`config.mk`:
```
export PLATFORM = sky130hd
export DESIGN_NAME = delay_scan_ctrl
export DESIGN_NICKNAME = d
export VERILOG_FILES = /design/src/rtl/delay_scan_ctrl.sv
export SDC_FILE = /design/constraint.sdc
export NUM_CORES = 1
export LEC_CHECK = 0
export ABC_AREA = 1
export CAP_MARGIN = 20
export CORE_UTILIZATION = 49
export DETAILED_ROUTE_END_ITERATION = 12
export HOLD_SLACK_MARGIN = 0.1
export MAX_ROUTING_LAYER = met4
export PLACE_DENSITY = 0.71
export SYNTH_ARGS = -nofsm -noshare
export SYNTH_HDL_FRONTEND = slang
export SYNTH_SLANG_ARGS = --single-unit
```
`constraint.sdc`:
```
create_clock -name clk -period 2.9 [get_ports clk]
set_input_delay 0.87 -clock clk [delete_from_list [all_inputs] [get_ports clk]]
set_output_delay 0.87 -clock clk [all_outputs]
set_load 0.005 [all_outputs]
```
`src/rtl/delay_scan_ctrl.sv`:
```
// Tap-scan sequencer for the delay line: settles each tap, averages ref-to-delayed edge intervals, posts one result per tap.
// Optional input synchronizers are enabled with `define DELAY_SCAN_SYNC_EN.
module delay_scan_ctrl #(
   parameter int SEL_WIDTH     = 4,
   parameter int CNT_WIDTH     = 8,
   parameter int SETTLE_CYCLES = 16,
   parameter int AVG_LOG2      = 2
) (
   input  logic                 clk,
   input  logic                 rst,
   input  logic                 start,
   input  logic                 abort,
   input  logic [SEL_WIDTH-1:0] sel_min,
   input  logic [SEL_WIDTH-1:0] sel_max,
   input  logic                 sig_ref,
   input  logic                 sig_dly,
   output logic [SEL_WIDTH-1:0] delay_sel,
   output logic                 busy,
   output logic                 meas_valid,
   output logic [SEL_WIDTH-1:0] meas_sel,
   output logic [CNT_WIDTH-1:0] meas_cnt,
   output logic                 meas_ovf,
   output logic                 done,
   output logic                 err
);
   localparam int ACC_W = CNT_WIDTH + AVG_LOG2;
   localparam int SCW   = $clog2(SETTLE_CYCLES + 1);
   localparam int NW    = AVG_LOG2 + 1;
   localparam logic [NW-1:0]        NLAST = NW'((2 ** AVG_LOG2) - 1);
   localparam logic [CNT_WIDTH-1:0] CMAX  = '1;
   localparam logic [SCW-1:0]       SLAST = SCW'(SETTLE_CYCLES - 1);

   typedef enum logic [2:0] {IDLE, SETTLE, ARM, COUNT, RESULT, DONE} state_t;

   state_t               state, state_nxt;
   logic                 ref_s, dly_s, ref_q, dly_q, rr, rd;
   logic [SEL_WIDTH-1:0] sel_max_r;
   logic [SCW-1:0]       settle_cnt;
   logic [CNT_WIDTH-1:0] cnt, samp;
   logic [ACC_W-1:0]     acc;
   logic [NW-1:0]        nsamp;
   logic                 ovf_f, take, samp_ovf, cnt_clr, range_ok;

`ifdef DELAY_SCAN_SYNC_EN
   logic [1:0] ref_sync, dly_sync;
   always_ff @(posedge clk or posedge rst) begin
      if (rst) begin
         ref_sync <= '0;
         dly_sync <= '0;
      end else begin
         ref_sync <= {ref_sync[0], sig_ref};
         dly_sync <= {dly_sync[0], sig_dly};
      end
   end
   assign ref_s = ref_sync[1];
   assign dly_s = dly_sync[1];
`else
   assign ref_s = sig_ref;
   assign dly_s = sig_dly;
`endif

   always_ff @(posedge clk or posedge rst) begin
      if (rst) begin
         ref_q <= 1'b0;
         dly_q <= 1'b0;
      end else begin
         ref_q <= ref_s;
         dly_q <= dly_s;
      end
   end

   assign rr       = ref_s & ~ref_q;
   assign rd       = dly_s & ~dly_q;
   assign range_ok = (sel_min <= sel_max);

   always_ff @(posedge clk or posedge rst) begin
      if (rst) state <= IDLE;
      else     state <= state_nxt;
   end

   always_comb begin
      state_nxt = state;
      take      = 1'b0;
      samp      = '0;
      samp_ovf  = 1'b0;
      cnt_clr   = 1'b0;
      case (state)
         IDLE:   if (start && range_ok) state_nxt = SETTLE;
         SETTLE: if (settle_cnt == SLAST) state_nxt = ARM;
         ARM: begin
            // Zero-delay tap: both edges land in the same cycle.
            if (rr && rd) begin
               take = 1'b1;
               if (nsamp == NLAST) state_nxt = RESULT;
            end else if (rr) begin
               cnt_clr   = 1'b1;
               state_nxt = COUNT;
            end
         end
         COUNT: begin
            if (rd) begin
               take     = 1'b1;
               samp     = (cnt == CMAX) ? CMAX : cnt + 1'b1;
               samp_ovf = (cnt == CMAX);
            end else if (cnt == CMAX) begin
               take     = 1'b1;
               samp     = CMAX;
               samp_ovf = 1'b1;
            end
            if (take) state_nxt = (nsamp == NLAST) ? RESULT : ARM;
         end
         RESULT: state_nxt = (delay_sel == sel_max_r) ? DONE : SETTLE;
         DONE:   state_nxt = IDLE;
         default: state_nxt = IDLE;
      endcase
      if (abort && state != IDLE) state_nxt = IDLE;
   end

   always_ff @(posedge clk or posedge rst) begin
      if (rst) begin
         delay_sel  <= '0;
         sel_max_r  <= '0;
         busy       <= 1'b0;
         meas_valid <= 1'b0;
         meas_sel   <= '0;
         meas_cnt   <= '0;
         meas_ovf   <= 1'b0;
         done       <= 1'b0;
         err        <= 1'b0;
         settle_cnt <= '0;
         cnt        <= '0;
         acc        <= '0;
         nsamp      <= '0;
         ovf_f      <= 1'b0;
      end else begin
         meas_valid <= 1'b0;
         done       <= 1'b0;
         settle_cnt <= (state == SETTLE) ? settle_cnt + 1'b1 : '0;
         if (cnt_clr)              cnt <= '0;
         else if (state == COUNT)  cnt <= cnt + 1'b1;
         if (take) begin
            acc   <= acc + ACC_W'(samp);
            nsamp <= nsamp + 1'b1;
            ovf_f <= ovf_f | samp_ovf;
         end
         if (abort && state != IDLE) begin
            busy <= 1'b0;
         end else begin
            case (state)
               IDLE: begin
                  // Drop any partial tap left behind by an abort.
                  acc   <= '0;
                  nsamp <= '0;
                  ovf_f <= 1'b0;
                  if (start) begin
                     if (range_ok) begin
                        delay_sel <= sel_min;
                        sel_max_r <= sel_max;
                        busy      <= 1'b1;
                        err       <= 1'b0;
                     end else begin
                        err  <= 1'b1;
                        done <= 1'b1;
                     end
                  end
               end
               RESULT: begin
                  meas_valid <= 1'b1;
                  meas_cnt   <= CNT_WIDTH'(acc >> AVG_LOG2);
                  meas_sel   <= delay_sel;
                  meas_ovf   <= ovf_f;
                  acc        <= '0;
                  nsamp      <= '0;
                  ovf_f      <= 1'b0;
                  if (delay_sel != sel_max_r) delay_sel <= delay_sel + 1'b1;
               end
               DONE: begin
                  busy <= 1'b0;
                  done <= 1'b1;
               end
               default: ;
            endcase
         end
      end
   end
endmodule

```
Word level (Yosys, flattened, before mapping)
Cells that the tools add are included.

Output and inout port bits: 21. Word-level logic and storage cells: 114. Register bits after elaboration: 57. Input bits: 14.

$lt $le $gt $ge: 1. Bitwise gates (word level): 6. Reductions and logical operators: 15. Mux-type cells: 50. Equality and inequality tests: 20. Add/subtract/negate cells: 5.

Operators with widths (count): $mux W8 (6); $mux W3 (12); $mux W10 (3); $mux W1 (20); $pmux W3 S5 (1); $mux W4 (3); $ne A3 B3 Y1 const B (4); $add A10 B8 Y10 (1); $reduce_and A5 Y1 (2); $eq A3 B2 Y1 const B (3); $add A8 B1 Y8 const B (1); $eq A8 B8 Y1 const B (1); $ne A4 B4 Y1 const B (2); $pmux W4 S2 (1); $eq A3 B3 Y1 const B (2); $ne A2 B2 Y1 const B (3); $pmux W1 S2 (3); $reduce_and A3 Y1 (2); $reduce_bool A3 Y1 (2); $add A5 B1 Y5 const B (1); $eq A5 B4 Y1 const B (1); $mux W5 (1); $add A4 B1 Y4 const B (1); $eq A4 B4 Y1 (1); other kinds (14) (20).

Logic depth before layout (Yosys ltp)
Depth after elaboration: 8. Mapped depth: 18. Mapped depth without buffers: 18.

Worst setup path before layout
Ideal clock, no wire load.

Path kind: input -> register. From: in sig_dly. To: reg acc[8]. Library setup time: 119 ps. Path slack: 499 ps. Buffers on the path: 0. Cell stages on the path: 12. Required time: 2781 ps. Arrival time: 2282 ps. Path through: nand2_1 -> o21ai_0 -> ha_1 -> fa_1 -> nand2_1 -> nand2_1 -> nand2_1 -> nand2_1 -> nand2_1 -> o21ai_0 -> a21oi_1 -> nor2_1.

Longest elaborated chain between the ends: 7.

Ends and longest elaborated chain: from (decl) (RTL line 16) `input logic sig_dly,`; $and A1 B1 Y1 (*) (RTL line 73) `assign rd = dly_s & ~dly_q;`; $mux W8, or another cell as far along (RTL line 101) `if (rd) begin`; $mux W8, or another cell as far along (RTL line 87) `case (state)`; $add A10 B8 Y10 or $pmux W1 S2 (tied branches) (RTL line 142, 87); $mux W10 (*) (RTL line 141) `if (take) begin`; $mux W10 (RTL line 149) `case (state)`; $mux W10 (*) (RTL line 146) `if (abort && state != IDLE) begin`; to (signal assigned) (RTL line 142) `acc <= acc + ACC_W'(samp);`; to (decl) (RTL line 40) `logic [ACC_W-1:0] acc;`.

Mark *: on every way between the ends. The rest lies on a longest branch, timed or not. The select of a mux whose other input is x is not followed. A chain may end at the register's enable or synchronous reset.

Worst setup path after layout
Same ends and word-level chain as after synthesis.

==> impl_metrics.toml <==
[run_status]
status = "finished clean"

[cells_and_area]
final_cell_mix = "119 x nand2_1, 57 x dfrtp_1, 46 x inv_1"
regArea_mm2 = 0.00143
fin_nets = 488
fin_util = 0.608
fillers = 577
areaGrowthSynthToFinish_pct = 20.1
fin_area_mm2 = 0.00384
multi_input_area_mm2 = 0.00155
post_route_cells_drive_above_1_share = 0.100
final_common_cell = "nand2_1"
diodes = 0

[hold_path]
hp-start = "meas_cnt[2]$_DFFE_PP0P_"
min_path_type = "flop to flop"

[clocking]
worstSkewPairLatency_ps = 340
cts_root_buf = "clkbuf_8"
cts_made_buffers = 9
cts_sinks = 57
cts_tree = "built"
clock_path_buffers = 2
htreeDepth = 3
ctsHoldBuffers = 0
path_clk_slew_ps = 70

[logic_synthesis]
yosys.area_share.xor_xnor = 0.0274
synth_mux_area_frac = 0
synth_top_family_by_area = "simple AND/OR/NAND/NOR gates"
synth.distinct_cells = 30
ys_seq_area_frac = 0.446
synth-simple-area-share = 0.263
synth_area_mm2 = 0.00320
syn_inst = 407
ys.warnings.count = 0
synthesis.nets = 440
synth_edf_count = 0
synth_adder_area_share = 0.0767
ys_ff_latch = 57
synth_compound_area_frac = 0.115
synthArstFlopShare = 1.00
postSynthAreaPerCell_um2 = 7.86
ys.flop_type = "dfrtp_1"

[global_route]
grt_pass1_vias = 2466
grt.total_usage = 0.227
grt_pass1_wl_um = 11200
grt_antenna_before_repair = 0
grt_max_degree = 40
gr-total-overflow = 0

[placed_design]
dp_hpwl_um = 5040
io_buffers = 34
gp_congestion = 0.921
placed_area_mm2 = 0.00367

[floorplanning]
die_area_mm2 = 0.00685
pin_count = 35
die_w_um = 82.8
chipHeight_um = 82.8
core_mm2 = 0.00631
rows = 29
start_util = 0.507

[pwr]
p_leak_nw = 1.98
ir_drop_v = 0.000455
p_per_area_mw_per_mm2 = 707

[sta]
finalSetupViolCount = 0
rsz0062_at_grt = "yes"
fin_crit_sh = 0.891
totalNegativeSetupSlack_ps = 0
slew_viol_final = 0
max_freq_mhz = 387
fin_skew_ps = 5.42
hold_violations = 0
slew_headroom = 0.607
period_needed_ps = 2580
tightest_slew_ps = 589

[critical_path]
start_kind = "primary input"
crit_top_cell = "nand2_1"
worstPathMaxFanout = 4
worstSetupStartpoint = "sig_dly"
critPathBufInv = 1
arrival_ps = 2820
criticalPathCategory = "primary input to flop"
path_cells = "clkdlybuf4s50_1 -> nand2_1 -> o21ai_0 -> ha_1 -> fa_1 -> nand2_1 -> nand2_1 -> nand2_1 -> nand2_1 -> nand2_1 -> o21ai_0 -> nand3_1 -> nand2_1 -> nor2_1"
crit_slowest_cell = "clkdlybuf4s50_1"
critPathRequiredTime_ps = 3140
r2r-start = "state[2]$_DFFE_PP0P_"
worstSetupEndpointType = "flop"
critical_path.top_delay_family = "simple AND/OR/NAND/NOR gates"
max_stage_delay_ps = 470

[routing]
drt_first_pass_iters = 4
vias = 2738
avgViaCountPerCell = 5.10
dr.first_iter.drc_count = 110
drc_errors = 0
final_antenna_net_count = 0
wl_per_cell_um = 12.2
routed_wl_um = 6550

[job]
max_cap_viol_count = 0
through the flow:
step / hold slack (ps) / std cells / setup slack [ps] / power (mW)
after global placement: 453 / 521 / -20.0 / 2.06
after CTS: 474 / 537 / 240 / 2.73
after detailed placement: 458 / 521 / -121 / 2.10
final: 470 / 537 / 317 / 2.72
after global routing: 495 / 537 / -12.6 / 2.95
after floorplan: 433 / 407 / 499 / 1.78
registers in the layout, indices dropped and copies added (netlist names), 3 cells and up:
signal	cells
acc	10
cnt	8
delay_sel	4
meas_cnt	8
meas_sel	4
nsamp	3
sel_max_r	4
settle_cnt	5
state	3
metal layers:
metal	track usage	vias to the layer above	wire [µm]
li1	-	1405	-
met1	0.290	1255	3160
met2	0.349	66	2980
met3	0.0590	12	278
met4	0.0810	0	127
met5	-	-	0
logic make-up (layout without fill, tap and decap cells):
family,after synthesis,count (layout)
simple gates,197,197
compound gates,68,68
flops,57,57
buf+inv,56,109
fa+ha+maj,19,19
xor+xnor,10,10
timing repair:
action | in CTS | in global routing
endpoints found under the setup margin | 0 | 2
buffers inserted | 0 | 0
resized for setup | 0 | 2
worst reg2reg max path, stage by stage (launching register included):
cell,delay [ps]
dfrtp_1,420
inv_2,120
nand2_2,110
nor2_4,230
nand3_1,240
o21ai_0,160
ha_1,220
fa_1,200
nand2_1,70
nand2_1,60
nand2_1,50
nand2_1,90
nand2_1,70
o21ai_0,210
nand3_1,100
nand2_1,70
nor2_1,40
power breakdown:
part           total (mW)  leakage [nW]  switching [mW]  internal [mW]
clock               0.629        0.0818           0.326          0.303
sequential           1.16         0.754           0.174          0.981
combinational       0.930          1.15           0.532          0.398
total                2.72          1.98            1.03           1.68
final timing paths:
kind / slack (ps) / end / cells past startpoint
max: 320 / acc[8]$_DFF_PP0_ / 14
min: 470 / meas_cnt[2]$_DFFE_PP0P_ / 2
max reg2reg: 330 / acc[8]$_DFF_PP0_ / 16
min reg2reg: 470 / meas_cnt[2]$_DFFE_PP0P_ / 2
max in group asynchronous: 1500 / cnt[4]$_DFFE_PP0P_ / 3
min in group asynchronous: 850 / delay_sel[0]$_DFFE_PP0P_ / 2
synthesized netlist by cell type, types with 3 or more instances:
cell type | count | area (µm²)
ha_1 | 18 | 225
a21oi_1 | 19 | 95.1
nand2_2 | 5 | 31.3
nand3_1 | 24 | 120
o21a_1 | 3 | 22.5
dfrtp_1 | 57 | 1430
inv_1 | 47 | 176
xor2_1 | 3 | 26.3
nor2_1 | 32 | 120
nor2_4 | 4 | 45.0
nand2_1 | 119 | 447
o21ai_1 | 11 | 55.1
nor2_2 | 4 | 25.0
a21boi_0 | 3 | 22.5
o21ai_0 | 28 | 140
xnor2_1 | 7 | 61.3
nor3_1 | 3 | 15.0
inv_2 | 3 | 11.3
cell type report:
cell class | count | area share
clock buffers | 10 | 0.0332
clock inverters | 6 | 0.00912
inverters | 51 | 0.0502
multi-input cells | 294 | 0.404
flip-flops and latches | 57 | 0.371
well taps | 77 | 0.0251
repair buffers | 42 | 0.107
Note: power is estimated with default switching activity, not from simulation.
